[src/rtl/traffic_phase_scheduler_if.sv]
// Lamp/countdown bundle between the crossroads scheduler and its surroundings.
// The night input exists only when NIGHT_FLASH_EN is defined.
interface traffic_phase_scheduler_if;
    logic       country_req;
`ifdef NIGHT_FLASH_EN
    logic       night;
`endif
    logic [5:0] led;
    logic [7:0] num;
    logic       phase_done;

    modport master (
        output country_req,
`ifdef NIGHT_FLASH_EN
        output night,
`endif
        input  led,
        input  num,
        input  phase_done
    );

    modport slave (
        input  country_req,
`ifdef NIGHT_FLASH_EN
        input  night,
`endif
        output led,
        output num,
        output phase_done
    );
endinterface

[src/rtl/traffic_phase_scheduler.sv]
// Main/country crossroads phase sequencer with 1 s tick divider, request latch and BCD countdown.
// Optional night flashing mode is enabled by defining NIGHT_FLASH_EN.
module traffic_phase_scheduler #(
    parameter int unsigned DIV_COEFF = 50_000_000,
    parameter int unsigned T_MG_MIN  = 25,
    parameter int unsigned T_Y       = 5,
    parameter int unsigned T_CG      = 20
) (
    input  logic                         clk,
    input  logic                         rst,
    traffic_phase_scheduler_if.slave     bus
);

    localparam int unsigned    DW       = $clog2(DIV_COEFF);
    localparam logic [DW-1:0]  DIV_LAST = DW'(DIV_COEFF - 1);
    localparam logic [6:0]     TMR_MG   = 7'(T_MG_MIN);
    localparam logic [6:0]     TMR_Y    = 7'(T_Y);
    localparam logic [6:0]     TMR_CG   = 7'(T_CG);
    localparam logic [5:0]     LED_MG   = 6'b001100;
    localparam logic [5:0]     LED_MY   = 6'b010100;
    localparam logic [5:0]     LED_CG   = 6'b100001;
    localparam logic [5:0]     LED_CY   = 6'b100010;

    typedef enum logic [2:0] {
        S_MG,
        S_MY,
        S_CG,
        S_CY
`ifdef NIGHT_FLASH_EN
        , S_FLASH
`endif
    } state_t;

    state_t         r_state, w_state_nxt;
    logic [DW-1:0]  r_div_cnt;
    logic [6:0]     r_timer, w_timer_nxt;
    logic           r_req_lat, w_req_nxt;
    logic [5:0]     r_led, w_led_nxt;
    logic           r_phase_done;
    logic           w_tick;
    logic           w_req_any;
    logic           w_illegal;
    logic [3:0]     w_tens;
    logic [3:0]     w_ones;
    logic           r_blink, w_blink_nxt;

    assign w_tick    = (r_div_cnt == DIV_LAST);
    assign w_req_any = r_req_lat | bus.country_req;

    // An illegal state encoding takes the same path as reset.
    always_ff @(posedge clk) begin
        if (rst || w_illegal) begin
            r_state      <= S_MG;
            r_timer      <= TMR_MG;
            r_div_cnt    <= '0;
            r_req_lat    <= 1'b0;
            r_led        <= LED_MG;
            r_phase_done <= 1'b0;
            r_blink      <= 1'b1;
        end else begin
            r_state      <= w_state_nxt;
            r_timer      <= w_timer_nxt;
            r_div_cnt    <= w_tick ? '0 : r_div_cnt + DW'(1);
            r_req_lat    <= w_req_nxt;
            r_led        <= w_led_nxt;
            r_phase_done <= (w_state_nxt != r_state);
            r_blink      <= w_blink_nxt;
        end
    end

    always_comb begin
        w_state_nxt = r_state;
        w_timer_nxt = r_timer;
        w_req_nxt   = w_req_any;
        w_illegal   = 1'b0;
        w_blink_nxt = 1'b1;
        case (r_state)
            S_MG: if (w_tick) begin
                if (r_timer > 7'd1)       w_timer_nxt = r_timer - 7'd1;
                else if (r_timer == 7'd1) w_timer_nxt = '0;
                else if (w_req_any) begin
                    w_state_nxt = S_MY;
                    w_timer_nxt = TMR_Y;
                end
            end
            S_MY: if (w_tick) begin
                if (r_timer > 7'd1) w_timer_nxt = r_timer - 7'd1;
                else begin
                    w_state_nxt = S_CG;
                    w_timer_nxt = TMR_CG;
                end
            end
            S_CG: if (w_tick) begin
                if (r_timer > 7'd1) w_timer_nxt = r_timer - 7'd1;
                else begin
                    w_state_nxt = S_CY;
                    w_timer_nxt = TMR_Y;
                end
            end
            S_CY: if (w_tick) begin
                if (r_timer > 7'd1) w_timer_nxt = r_timer - 7'd1;
                else begin
                    w_state_nxt = S_MG;
                    w_timer_nxt = TMR_MG;
                end
            end
`ifdef NIGHT_FLASH_EN
            S_FLASH: begin
                w_timer_nxt = '0;
                w_blink_nxt = w_tick ? ~r_blink : r_blink;
            end
`endif
            default: w_illegal = 1'b1;
        endcase
        // A request arriving on the CG entry edge is dropped with the latch.
        if (w_state_nxt == S_CG && r_state != S_CG)
            w_req_nxt = 1'b0;
`ifdef NIGHT_FLASH_EN
        if (bus.night) begin
            w_state_nxt = S_FLASH;
            w_timer_nxt = '0;
            w_req_nxt   = 1'b0;
            if (r_state != S_FLASH)
                w_blink_nxt = 1'b1;
        end else if (r_state == S_FLASH) begin
            w_state_nxt = S_MG;
            w_timer_nxt = TMR_MG;
        end
`endif
    end

    always_comb begin
        case (w_state_nxt)
            S_MG:    w_led_nxt = LED_MG;
            S_MY:    w_led_nxt = LED_MY;
            S_CG:    w_led_nxt = LED_CG;
            S_CY:    w_led_nxt = LED_CY;
`ifdef NIGHT_FLASH_EN
            S_FLASH: w_led_nxt = {1'b0, w_blink_nxt, 2'b00, w_blink_nxt, 1'b0};
`endif
            default: w_led_nxt = LED_MG;
        endcase
        w_tens = '0;
        for (int unsigned k = 1; k < 10; k++)
            if (r_timer >= 7'(k * 10))
                w_tens = 4'(k);
        w_ones = 4'(r_timer - 7'(w_tens * 4'd10));
    end

    assign bus.led        = r_led;
    assign bus.num        = {w_tens, w_ones};
    assign bus.phase_done = r_phase_done;

endmodule

[src/flat_wrapper.sv]
// flat-port wrapper written by rule: the top's interface ports become plain ports
module traffic_phase_scheduler_flat 
#(
    parameter int unsigned DIV_COEFF = 50_000_000,
    parameter int unsigned T_MG_MIN  = 25,
    parameter int unsigned T_Y       = 5,
    parameter int unsigned T_CG      = 20
)
  (clk, rst, bus_country_req, bus_led, bus_num, bus_phase_done);
  traffic_phase_scheduler_if bus_i ();
  input  logic clk;
  input  logic rst;
  input wire logic [$bits(bus_i.country_req)-1:0] bus_country_req;
  output wire logic [$bits(bus_i.led)-1:0] bus_led;
  output wire logic [$bits(bus_i.num)-1:0] bus_num;
  output wire logic [$bits(bus_i.phase_done)-1:0] bus_phase_done;
  assign bus_i.country_req = bus_country_req;
  assign bus_led = bus_i.led;
  assign bus_num = bus_i.num;
  assign bus_phase_done = bus_i.phase_done;
  traffic_phase_scheduler #(.DIV_COEFF(DIV_COEFF), .T_MG_MIN(T_MG_MIN), .T_Y(T_Y), .T_CG(T_CG)) u_core (.clk(clk), .rst(rst), .bus(bus_i));
endmodule
[config.mk]
export PLATFORM = sky130hd
export DESIGN_NAME = traffic_phase_scheduler_flat
export DESIGN_NICKNAME = d
export VERILOG_FILES = /design/src/rtl/traffic_phase_scheduler_if.sv /design/src/rtl/traffic_phase_scheduler.sv /design/src/flat_wrapper.sv
export SDC_FILE = /design/constraint.sdc
export NUM_CORES = 1
export LEC_CHECK = 0
export CAP_MARGIN = 25
export CORE_ASPECT_RATIO = 1.5
export CORE_MARGIN = 2
export CORE_UTILIZATION = 35
export CTS_BUF_LIST = sky130_fd_sc_hd__clkbuf_4
export CTS_CLUSTER_SIZE = 28
export DETAILED_ROUTE_END_ITERATION = 12
export PLACE_DENSITY_LB_ADDON = 0.08
export SLEW_MARGIN = 20
export SYNTH_ARGS = -nofsm -noshare
export SYNTH_HDL_FRONTEND = slang
export SYNTH_SLANG_ARGS = --single-unit
[constraint.sdc]
create_clock -name clk -period 7.9 [get_ports clk]
set_input_delay 0.79 -clock clk [delete_from_list [all_inputs] [get_ports clk]]
set_output_delay 0.79 -clock clk [all_outputs]
set_load 0.02 [all_outputs]
Word-level counts from Yosys, hierarchy flattened
Index checks and enable logic that the tools add are counted.
{"block": "word_totals", "out_inout_bits": 15, "elab_cells": 77, "ff_bits": 44, "inputBits": 3}
{"block": "classes", "reduce_logical": 8, "n_mul": 1, "n_addsub": 3, "n_eq_ne": 15, "muxes": 33, "n_lt_le_gt_ge": 10, "n_bitwise": 1}
{"cell": "2-to-1 mux 7 bit", "count": 10}
{"cell": "2-to-1 mux 3 bit", "count": 14}
{"cell": "one-hot mux 7 bit (4 select lines)", "count": 1}
{"cell": "adder 26 x 1 -> 26 bit (second input constant)", "count": 1}
{"cell": "equality test 26 bit (second input constant)", "count": 1}
{"cell": ">= comparator 7 x 6 -> 1 bit (second input constant)", "count": 3}
{"cell": ">= comparator 7 bit (second input constant)", "count": 3}
{"cell": "one-hot mux 6 bit (3 select lines)", "count": 1}
{"cell": ">= comparator 7 x 5 -> 1 bit (second input constant)", "count": 2}
{"cell": "equality test 3 x 2 -> 1 bit (second input constant)", "count": 4}
{"cell": "one-hot mux 3 bit (4 select lines)", "count": 1}
{"cell": "2-to-1 mux 4 bit", "count": 2}
{"cell": "!= test 2 x 1 -> 1 bit (second input constant)", "count": 4}
{"cell": "equality test 7 x 1 -> 1 bit (second input constant)", "count": 1}
{"cell": ">= comparator 7 x 4 -> 1 bit (second input constant)", "count": 1}
{"cell": "greater-than comparator 7 x 1 -> 1 bit (second input constant)", "count": 1}
{"cell": "subtractor 7 x 1 -> 7 bit (second input constant)", "count": 1}
{"cell": "equality test 3 x 1 -> 1 bit (second input constant)", "count": 2}
{"cell": "AND reduction 6 bit", "count": 1}
{"cell": "multiplier 4 x 3 -> 3 bit (second input constant)", "count": 1}
{"cell": "2-to-1 mux 2 bit", "count": 2}
{"cell": "!= test 4 x 1 -> 1 bit (second input constant)", "count": 1}
{"cell": "nonzero test 4 bit", "count": 1}
{"cell": "OR reduction 2 bit", "count": 2}
{"cell": "other kinds (9)", "count": 10}

Longest topological paths before layout
Gate-level depths: netlist (run 1).
{"block": "logic_depth", "depth_word": 12, "ltp_mapped": 10, "depth_no_buf": 10}

Least setup slack after synthesis (run 1)
OpenSTA, ideal clock, no wires.
{"block": "synth_path", "path_kind": "register to output", "start": "register u_core.r_timer[0]", "end": "output bus_num[3]", "path_stages_with_launch": 11, "slack_ns": 4.315, "arrival_time_ns": 2.795, "n_path_buf": 0, "t_required_ns": 7.110, "cell_sequence": "dfxtp_1 > inv_1 > ha_1 > o31a_1 > o221ai_1 > o21ai_0 > ha_1 > fa_1 > xnor2_1 > xnor2_1 > xor2_1"}
{"block": "synth_via", "elab_chain_len": 12, "word_cells_on_any_way": 20, "classes_between": "add/sub: 1; mul: 1; order compare: 9; mux: 9"}
{"item": "start: declaration", "line": "traffic_phase_scheduler.sv:36", "rtl": "logic [6:0] r_timer, w_timer_nxt;"}
{"item": "start signal: assignment", "line": "traffic_phase_scheduler.sv:62", "rtl": "r_timer <= w_timer_nxt;"}
{"item": ">= comparator 7 x 4 -> 1 bit", "line": "traffic_phase_scheduler.sv:145", "rtl": "if (r_timer >= 7'(k * 10))"}
{"item": "2-to-1 mux 1 bit", "line": "traffic_phase_scheduler.sv:145"}
{"item": "2-to-1 mux 2 bit (2 in a row)", "line": "traffic_phase_scheduler.sv:145"}
{"item": "2-to-1 mux 3 bit (4 in a row)", "line": "traffic_phase_scheduler.sv:145"}
{"item": "2-to-1 mux 4 bit", "line": "traffic_phase_scheduler.sv:145"}
{"item": "2-to-1 mux 4 bit *", "line": "traffic_phase_scheduler.sv:145"}
{"item": "named net bus_num[4]", "line": "flat_wrapper.sv:15", "rtl": "output wire logic [$bits(bus_i.num)-1:0] bus_num;"}
{"item": "multiplier 4 x 3 -> 3 bit *", "line": "traffic_phase_scheduler.sv:147", "rtl": "w_ones = 4'(r_timer - 7'(w_tens * 4'd10));"}
{"item": "subtractor 4 bit *", "line": "traffic_phase_scheduler.sv:147"}
{"item": "end: declaration", "line": "flat_wrapper.sv:15"}
Mark *: on every way through the listed nets, which the timed path passes. The rest lies on a longest branch.

Worst setup path in the final report (run 1)
{"block": "layout_path", "start": "register u_core.r_timer[0]", "end": "output bus_num[3]"}
{"block": "layout_via", "elab_chain_len": 12, "word_cells_on_any_way": 20, "classes_between": "add/sub: 1; mul: 1; order compare: 9; mux: 9"}
{"item": ">= comparator 7 x 4 -> 1 bit", "line": "traffic_phase_scheduler.sv:145"}
{"item": "2-to-1 mux 1 bit", "line": "traffic_phase_scheduler.sv:145"}
{"item": "2-to-1 mux 2 bit (2 in a row)", "line": "traffic_phase_scheduler.sv:145"}
{"item": "2-to-1 mux 3 bit (4 in a row)", "line": "traffic_phase_scheduler.sv:145"}
{"item": "2-to-1 mux 4 bit (2 in a row)", "line": "traffic_phase_scheduler.sv:145"}
{"item": "multiplier 4 x 3 -> 3 bit", "line": "traffic_phase_scheduler.sv:147"}
{"item": "subtractor 4 bit *", "line": "traffic_phase_scheduler.sv:147"}
Every way passes the cells marked *; elsewhere a longest branch is shown, timed or not.

==> impl_metrics.env, run 1 <==
export IMPL_cp_max_fo=6
export IMPL_drtIter0Drc=122
export IMPL_clk_path_buf_depth=2
export IMPL_htree_num_levels=2
export IMPL_hold_viol=0
export IMPL_drv_cap=0
export IMPL_worst_setup_path_end_kind="output port"
export IMPL_crit_arrival_ps=3490
export IMPL_worstSetupPathType="flop to output port"
export IMPL_dr_pass1_iters=4
export IMPL_synthArstFlopShare=0
export IMPL_synthAdderAreaFrac=0.0346
export IMPL_post_dp_hpwl_um=4040
export IMPL_synth_edf_count=0
export IMPL_min_from="u_core.r_div_cnt[0]$_SDFF_PP0_"
export IMPL_synth_common_cells="51 x nor2_1, 44 x dfxtp_1, 20 x nand2_1"
export IMPL_timing_slew_headroom=0.413
export IMPL_post_cts_resized=0
export IMPL_antenna_diode_count=0
export IMPL_overflow=0
export IMPL_route_met2_wl_um=2810
export IMPL_netlist_instances=294
export IMPL_cts_root_buffer="clkbuf_4"
export IMPL_synth_top_area_frac=0.369
export IMPL_maxSlewViolCount=0
export IMPL_fin_crit_sh=0.542
export IMPL_power_density_mw_per_mm2=141
export IMPL_fill_cells=679
export IMPL_ys_warn_count=0
export IMPL_drive_gt1_frac=0.0493
export IMPL_wl_per_cell_um=14.3
export IMPL_worstSetupStartpointType="flop"
export IMPL_post_cts_buffers=0
export IMPL_holdPathEnd="u_core.r_div_cnt[0]$_SDFF_PP0_"
export IMPL_postRouteAntennaNets=0
export IMPL_irDropWorstVdd_v=0.0000773
export IMPL_grt_util_all_layers=0.152
export IMPL_crit_required_ps=7110
export IMPL_timing_rr_end="u_core.bus.led[2]$_SDFF_PP1_"
export IMPL_p_leak_nw=0.911
export IMPL_syn_num_nets=303
export IMPL_grt_pass1_vias=1939
export IMPL_finClkSkew_ps=26.4
export IMPL_synth_avg_cell_area_sq_um=8.12
export IMPL_drc_errors=0
export IMPL_die_height_um=105
export IMPL_io_pins=18
export IMPL_synth_top_family_by_area="simple AND/OR/NAND/NOR gates"
export IMPL_via_per_inst=5.32
export IMPL_multi_input_area_sq_mm=0.00140
export IMPL_clock_latency_ps=370
export IMPL_r2r_cells=7
export IMPL_synth_simple_area_share=0.325
export IMPL_wirelength_um=5450
export IMPL_cts_tree="built"
export IMPL_synthXorXnorAreaFrac=0.103
export IMPL_met3_length_um=119
export IMPL_yosysMostFrequentCell="nor2_1"
export IMPL_cts_hold_buf=0
export IMPL_cts_buffers=5
export IMPL_yosys_area_top_type="dfxtp_1"
export IMPL_reg2reg_slack_ps=5390
export IMPL_min_path_type="flop to flop"
export IMPL_holdPathStages=1
export IMPL_regArea_sq_um=881
export IMPL_ys_seq_elements=44
export IMPL_outcome="completed"
export IMPL_vias=2021
export IMPL_crit_reg2reg_launch="u_core.r_timer[1]$_SDFFE_PP0P_"
export IMPL_nNetsFinal=312
export IMPL_tightest_slew_ps=874
export IMPL_grt_max_degree=24
export IMPL_clock_sinks=44
export IMPL_dieArea_sq_mm=0.00751
export IMPL_die_w_um=71.4
export IMPL_top_layer="met4"
export IMPL_syn_cell_area_sq_mm=0.00239
export IMPL_synth_compound_area_share=0.112
export IMPL_synth_main_ff_cell="dfxtp_1"
export IMPL_areaGrowthSynthToFinish_pct=11.8
export IMPL_rsz0062_at_grt="no"
export IMPL_core_area_sq_mm=0.00653
export IMPL_antenna_found_initial=0
export IMPL_seq_area_frac_synth=0.369
export IMPL_cts_reportedPaths_clkPinSlew_ps=160
export IMPL_synth_mux_area_frac=0.0126
export IMPL_netlist_cell_type_count=50
export IMPL_synthTopCellsByArea="dfxtp_1 37%, nor2_1 8.0%, xnor2_1 6.2%"
export IMPL_grt_pass1_wl_um=9310
export IMPL_wl_met1_um=2460
export IMPL_finalSetupTns_ps=0
export IMPL_start_util=0.365
export IMPL_fmax_mhz=234
export IMPL_std_cell_rows=36
export IMPL_gp_congestion=0.772
export IMPL_setup_viol=0
export IMPL_period_needed_ps=4280
export IMPL_port_buffers=17
export IMPL_holdWs_ps=481
-- per-layer routing --
metal  track usage  up-vias
li1              -     1054
met1         0.190      932
met2         0.263       30
met3        0.0231        5
met4        0.0485        0
met5             0        -
-- through the flow --
step           worst slack (ps)  area [sq um]  power, mW  std cells   util
5_1_grt                    3250          2670      0.396        380  0.408
3_3_place_gp               4080          2580      0.236        372  0.396
3_5_place_dp               4020          2580      0.236        372  0.396
4_1_cts                    3570          2670      0.385        380  0.408
6_report                   3620          2670      0.377        380  0.408
2_1_floorplan              4310          2390      0.233        294      -
-- cells in the final DEF, fill, tap and decap left out, types with 9 or more instances in the layout --
master / netlist / routed
xnor2_1: 17 / 17
nor3_1: 9 / 9
nand3_1: 12 / 12
nand4_1: 9 / 9
xor2_1: 11 / 11
inv_1: 9 / 9
o21ai_0: 14 / 14
clkdlybuf4s50_1: 0 / 17
nand2_1: 20 / 20
nor2_1: 51 / 51
dfxtp_1: 44 / 44
-- worst max-delay path, cell delays in order (launching register included) --
cell and delay, ps:
dfxtp_1 450, inv_1 130, ha_1 210, o31a_1 270
o221ai_1 150, o21ai_0 200, ha_1 250, fa_1 380
xnor2_1 170, xnor2_1 150, xor2_1 150, clkdlybuf4s50_1 610
-- cell type report --
class / count / area share
timing repair buffer: 17 / 0.0638
clock inverter: 3 / 0.0174
inverter: 9 / 0.0127
clock buffer: 5 / 0.0141
sequential: 44 / 0.330
tap: 76 / 0.0356
multi-input combinational: 226 / 0.526
-- power breakdown --
| group | leakage [nW] | total [mW] | internal [mW] | switching (mW) |
|---|---|---|---|---|
| combinational | 0.514 | 0.00695 | 0.00217 | 0.00478 |
| clock | 0.0418 | 0.146 | 0.0677 | 0.0780 |
| sequential | 0.355 | 0.224 | 0.223 | 0.00102 |
-- registers in the layout, summed over array words and instances (netlist names) --
signal	cells
u_core.bus.led	6
u_core.r_div_cnt	26
u_core.r_timer	7
u_core.bus.phase_done	1
u_core.r_req_lat	1
u_core.r_state	3
-- cell families (layout without fill, tap and decap cells) --
| logic type | count (synthesis) | in the layout |
|---|---|---|
| other cells | 1 | 1 |
| simple gates | 147 | 147 |
| xor+xnor | 28 | 28 |
| buf+inv | 24 | 34 |
| flops | 44 | 44 |
| mux | 3 | 3 |
| fa+ha+maj | 6 | 6 |
| compound gates | 41 | 41 |
-- how the worst max path moves through the flow --
stage                                         from    endpoint  slack, ps  cells after the start
floorplan           u_core.r_timer[0]$_SDFFE_PP1P_  bus_num[3]       4310                     10
global placement    u_core.r_timer[0]$_SDFFE_PP1P_  bus_num[3]       4080                     11
finish              u_core.r_timer[0]$_SDFFE_PP1P_  bus_num[3]       3620                     11
global route        u_core.r_timer[0]$_SDFFE_PP1P_  bus_num[3]       3250                     11
CTS                 u_core.r_timer[0]$_SDFFE_PP1P_  bus_num[3]       3570                     11
detailed placement  u_core.r_timer[0]$_SDFFE_PP1P_  bus_num[3]       4020                     11
No activity file was read; power rests on OpenSTA's default activity.
==> run 2: changes to the inputs <==
clock period = 4.3 ns   (was 7.9 ns; I/O delays follow)
==> run 2 against run 1 <==
  * Critical path type unchanged
  * Count of clock-buffer cells in the layout unchanged
  * First-iteration DRC count up 6.6%
  * Sequential power up 83%
  * Final area up 0.14%
  * Non-clock buffer count up 1
  * Register-to-register slack worse by 3600 ps
  * Final cell count up 0.26%
==> impl_metrics.env, run 2 (synthesis results as in run 1) <==
export IMPL_clock_latency_ps=370
export IMPL_nNetsFinal=313
export IMPL_grt_pass1_wl_um=9630
export IMPL_grt_max_degree=24
export IMPL_overflow=0
export IMPL_outcome="completed"
export IMPL_layout_commonest_cell="nor2_1"
export IMPL_clk_path_buf_depth=2
export IMPL_dp_cells=373
export IMPL_irDropWorstVdd_v=0.000165
export IMPL_max_stage_delay_ps=610
export IMPL_cts_tree="built"
export IMPL_power_uw=685
export IMPL_power_density_mw_per_mm2=257
export IMPL_regArea_sq_um=881
export IMPL_grt_pass1_vias=1994
export IMPL_fill_cells=672
export IMPL_port_buffers=17
export IMPL_hold_viol=0
export IMPL_worst_setup_path_end_kind="output port"
export IMPL_clock_sinks=44
export IMPL_gp_congestion=0.774
export IMPL_drc_errors=0
export IMPL_worstSetupPathType="flop to output port"
export IMPL_period_needed_ps=3860
export IMPL_fmax_mhz=259
export IMPL_final_cell_mix="51 x nor2_1, 44 x dfxtp_1, 20 x nand2_1, 17 x xnor2_1, 17 x clkdlybuf4s50_1"
export IMPL_regMostFlops="u_core.r_div_cnt"
export IMPL_drv_cap=0
export IMPL_std_cell_rows=36
export IMPL_die_w_um=71.4
export IMPL_via_per_inst=5.32
export IMPL_dieArea_sq_mm=0.00751
export IMPL_drtIter0Drc=130
export IMPL_path_cells="inv_1 -> ha_1 -> o31a_1 -> o221ai_1 -> o21ai_1 -> ha_1 -> fa_1 -> xnor2_1 -> xnor2_1 -> xor2_1 -> clkdlybuf4s50_1"
export IMPL_antenna_found_initial=0
export IMPL_start_util=0.365
export IMPL_crit_arrival_ps=3430
export IMPL_cts_root_buffer="clkbuf_4"
export IMPL_final_util=0.409
export IMPL_cts_reportedPaths_clkPinSlew_ps=160
export IMPL_multi_input_area_sq_mm=0.00140
export IMPL_min_path_type="flop to flop"
export IMPL_cp_max_fo=6
export IMPL_post_dp_hpwl_um=4060
export IMPL_io_pins=18
export IMPL_postRouteAntennaNets=0
export IMPL_setup_viol=0
export IMPL_p_leak_nw=0.918
export IMPL_final_area_sq_mm=0.00267
export IMPL_post_dp_cell_area_sq_mm=0.00259
export IMPL_worstSetupStartpointType="flop"
export IMPL_fin_ws_ps=443
export IMPL_rsz0062_at_grt="no"
export IMPL_finClkSkew_ps=32.4
export IMPL_grt_util_all_layers=0.157
export IMPL_cts_hold_buf=0
export IMPL_pre_cts_ws_ps=792
export IMPL_antenna_diode_count=0
export IMPL_maxSlewViolCount=0
export IMPL_tightest_slew_ps=894
export IMPL_drive_gt1_frac=0.0492
export IMPL_htree_num_levels=2
export IMPL_layout_cells_non_filler=381
export IMPL_dr_pass1_iters=5
export IMPL_wl_per_cell_um=14.4
export IMPL_die_height_um=105
export IMPL_cts_buffers=5
export IMPL_fin_crit_sh=0.897
export IMPL_largest_reg_flops=26
export IMPL_areaGrowthSynthToFinish_pct=12.0
export IMPL_finalSetupTns_ps=0
export IMPL_timing_slew_headroom=0.400
export IMPL_holdWs_ps=473
export IMPL_vias=2028
export IMPL_wirelength_um=5480
export IMPL_crit_path_top_delay_cell="clkdlybuf4s50_1"
export IMPL_crit_required_ps=3870
export IMPL_core_area_sq_mm=0.00653
-- run 2: cell count changes in the layout (fill, tap and decap cells not counted) --
cell / previous run / this run
buf_4: 0 / 1
o21ai_1: 0 / 1
clkinv_4: 0 / 1
clkinvlp_4: 1 / 0
clkinv_1: 0 / 1
o21ai_0: 14 / 13
inv_6: 1 / 0
-- run 2: worst paths after layout --
kind,start,endpoint,slack [ps],cells past startpoint
max,u_core.r_timer[0]$_SDFFE_PP1P_,bus_num[3],440,11
min,u_core.r_div_cnt[0]$_SDFF_PP0_,u_core.r_div_cnt[0]$_SDFF_PP0_,470,1
max reg2reg,u_core.r_timer[1]$_SDFFE_PP0P_,u_core.bus.led[3]$_SDFF_PP1_,1780,7
min reg2reg,u_core.r_div_cnt[0]$_SDFF_PP0_,u_core.r_div_cnt[0]$_SDFF_PP0_,470,1
-- run 2: layout make-up --
cell class                 instances  area share
clock buffer                       5      0.0141
clock inverter                     3      0.0159
inverter                           9      0.0126
multi-input combinational        226       0.526
sequential                        44       0.330
tap                               76      0.0356
timing repair buffer              18      0.0665
-- run 2: critical path, delay by kind of cell, from the launching register on --
family / cells / cell delay (ps)
flops: 1 / 450
compound gates: 3 / 580
xor+xnor: 3 / 470
fa+ha+maj: 3 / 810
buf+inv: 2 / 740
-- run 2: what timing repair did --
action	CTS	global route
resized for setup	0	1
buffers inserted	0	0
endpoints found under the setup margin	0	1
-- run 2: where the power goes --
group	internal, mW	switching [mW]	leakage, nW	total [mW]
Sequential	0.410	0.00187	0.355	0.411
Combinational	0.00457	0.00902	0.519	0.0136
Clock	0.122	0.139	0.0428	0.260
-- run 2: layer usage --
metal / routed length, um / vias up / global-route usage
li1: - / 1054 / -
met1: 2430 / 950 / 0.190
met2: 2940 / 22 / 0.280
met3: 91 / 2 / 0.0203
met4: 13 / 0 / 0.0485
met5: 0 / - / 0
==> run 3: changes to the inputs <==
CORE_MARGIN = unset   (was 2)
SLEW_MARGIN = 40   (was 20)
==> run 3 against run 2 <==
  * Sequential cell count unchanged
  * Maximum frequency down 1.3%
  * Critical path type unchanged
  * First-iteration DRC count down 41%
==> impl_metrics.env, run 3 (synthesis results as in run 1) <==
export IMPL_tightest_slew_ps=586
export IMPL_grt_max_degree=24
export IMPL_vias=2029
export IMPL_postRouteAntennaNets=0
export IMPL_grt_pass1_wl_um=9040
export IMPL_finClkSkew_ps=25.8
export IMPL_post_cts_buffers=0
export IMPL_areaGrowthSynthToFinish_pct=12.4
export IMPL_htree_num_levels=2
export IMPL_dieArea_sq_mm=0.00716
export IMPL_worstSetupPathType="flop to output port"
export IMPL_grt_util_all_layers=0.156
export IMPL_fin_ws_ps=393
export IMPL_antenna_found_initial=0
export IMPL_setup_viol=0
export IMPL_crit_buf_inv=2
export IMPL_gp_congestion=0.759
export IMPL_regMostFlops="u_core.r_div_cnt"
export IMPL_cts_hold_buf=0
export IMPL_wl_per_cell_um=14.2
export IMPL_crit_family="adder cells"
export IMPL_port_buffers=17
export IMPL_wirelength_um=5400
export IMPL_final_cell_mix="51 x nor2_1, 44 x dfxtp_1, 19 x nand2_1, 17 x xnor2_1, 17 x clkdlybuf4s50_1"
export IMPL_layout_commonest_cell="nor2_1"
export IMPL_worstSetupStartpointType="flop"
export IMPL_layout_cells_non_filler=381
export IMPL_pre_cts_ws_ps=776
export IMPL_drv_cap=0
export IMPL_drive_gt1_frac=0.0590
export IMPL_die_height_um=103
export IMPL_io_pins=18
export IMPL_start_util=0.365
export IMPL_finalSetupTns_ps=0
export IMPL_period_needed_ps=3910
export IMPL_hold_viol=0
export IMPL_worst_setup_path_end_kind="output port"
export IMPL_irDropWorstVdd_v=0.000167
export IMPL_antenna_diode_count=0
export IMPL_overflow=0
export IMPL_post_cts_resized=0
export IMPL_clk_path_buf_depth=2
export IMPL_nNetsFinal=313
export IMPL_cts_buffers=5
export IMPL_dr_pass1_iters=4
export IMPL_fmax_mhz=256
export IMPL_crit_required_ps=3870
export IMPL_p_leak_nw=0.918
export IMPL_grt_pass1_vias=1877
export IMPL_path_cells="inv_1 -> ha_1 -> o31a_1 -> o221ai_1 -> o21ai_0 -> ha_1 -> fa_1 -> xnor2_1 -> xnor2_1 -> xor2_1 -> clkdlybuf4s50_1"
export IMPL_dp_cells=373
export IMPL_timing_slew_headroom=0.605
export IMPL_maxSlewViolCount=0
export IMPL_via_per_inst=5.33
export IMPL_cts_tree="built"
export IMPL_drtIter0Drc=77
export IMPL_core_area_sq_mm=0.00653
export IMPL_holdWs_ps=491
export IMPL_cts_reportedPaths_clkPinSlew_ps=160
export IMPL_drc_errors=0
export IMPL_cts_root_buffer="clkbuf_4"
export IMPL_max_stage_delay_ps=610
export IMPL_power_density_mw_per_mm2=258
export IMPL_cp_max_fo=6
export IMPL_fill_cells=695
export IMPL_largest_reg_flops=26
export IMPL_outcome="completed"
export IMPL_post_dp_hpwl_um=3990
export IMPL_clock_latency_ps=360
export IMPL_std_cell_rows=36
export IMPL_die_w_um=69.4
export IMPL_clock_sinks=44
export IMPL_rsz0062_at_grt="no"
export IMPL_min_path_type="flop to flop"
export IMPL_fin_crit_sh=0.909
export IMPL_final_util=0.411
export IMPL_crit_arrival_ps=3480
export IMPL_crit_path_top_delay_cell="clkdlybuf4s50_1"
run 3: cell count changes in the layout (fill, tap and decap cells not counted), sizes merged:
cell      delta
clkinvlp     +1
inv          +1
clkinv       -2
run 3: area by class of cell:
type	count	area, sq um	share of cell area
clock inverter	3	46.3	0.0173
sequential	44	881	0.328
multi-input combinational	226	1410	0.526
inverter	9	33.8	0.0126
timing repair buffer	18	178	0.0662
clock buffer	5	37.5	0.0140
tap	76	95.1	0.0354
run 3: layer usage:
| metal | wire length (um) | global-route usage | part of all wire |
|---|---|---|---|
| met5 | 0 | 0 | 0 |
| met2 | 2840 | 0.285 | 0.53 |
| met3 | 75 | 0.0254 | 0.014 |
| met4 | 59 | 0.0612 | 0.011 |
| met1 | 2430 | 0.184 | 0.45 |
run 3: path summary, 6_finish.rpt:
kind / cells after the start / end / from / slack (ps)
worst max-delay path: 11 / bus_num[3] / u_core.r_timer[0]$_SDFFE_PP1P_ / 390
worst min-delay path: 1 / u_core.r_div_cnt[0]$_SDFF_PP0_ / u_core.r_div_cnt[0]$_SDFF_PP0_ / 490
worst max register to register: 7 / u_core.bus.led[3]$_SDFF_PP1_ / u_core.r_timer[1]$_SDFFE_PP0P_ / 1770
worst min register to register: 1 / u_core.r_div_cnt[0]$_SDFF_PP0_ / u_core.r_div_cnt[0]$_SDFF_PP0_ / 490
run 3: worst register-to-register path, delay by kind of cell, from the launching register on:
family                     cells  cell delay [ps]
DFF                            1              440
and+or+nand+nor                2              850
buffers and inverters          1              190
adders and majority gates      1              290
AOI/OAI and AO/OA              3              670
run 3: stage by stage:
stage	area, sq um	power, mW
after floorplan	2390	0.428
after global placement	2590	0.434
final	2680	0.691
after detailed placement	2600	0.434
after global routing	2680	0.728
after CTS	2680	0.710
run 3: report_power, final:
part           switching, mW  leakage (nW)  internal, mW
clock network          0.142        0.0418         0.124
registers            0.00187         0.355         0.410
logic                0.00891         0.521       0.00471
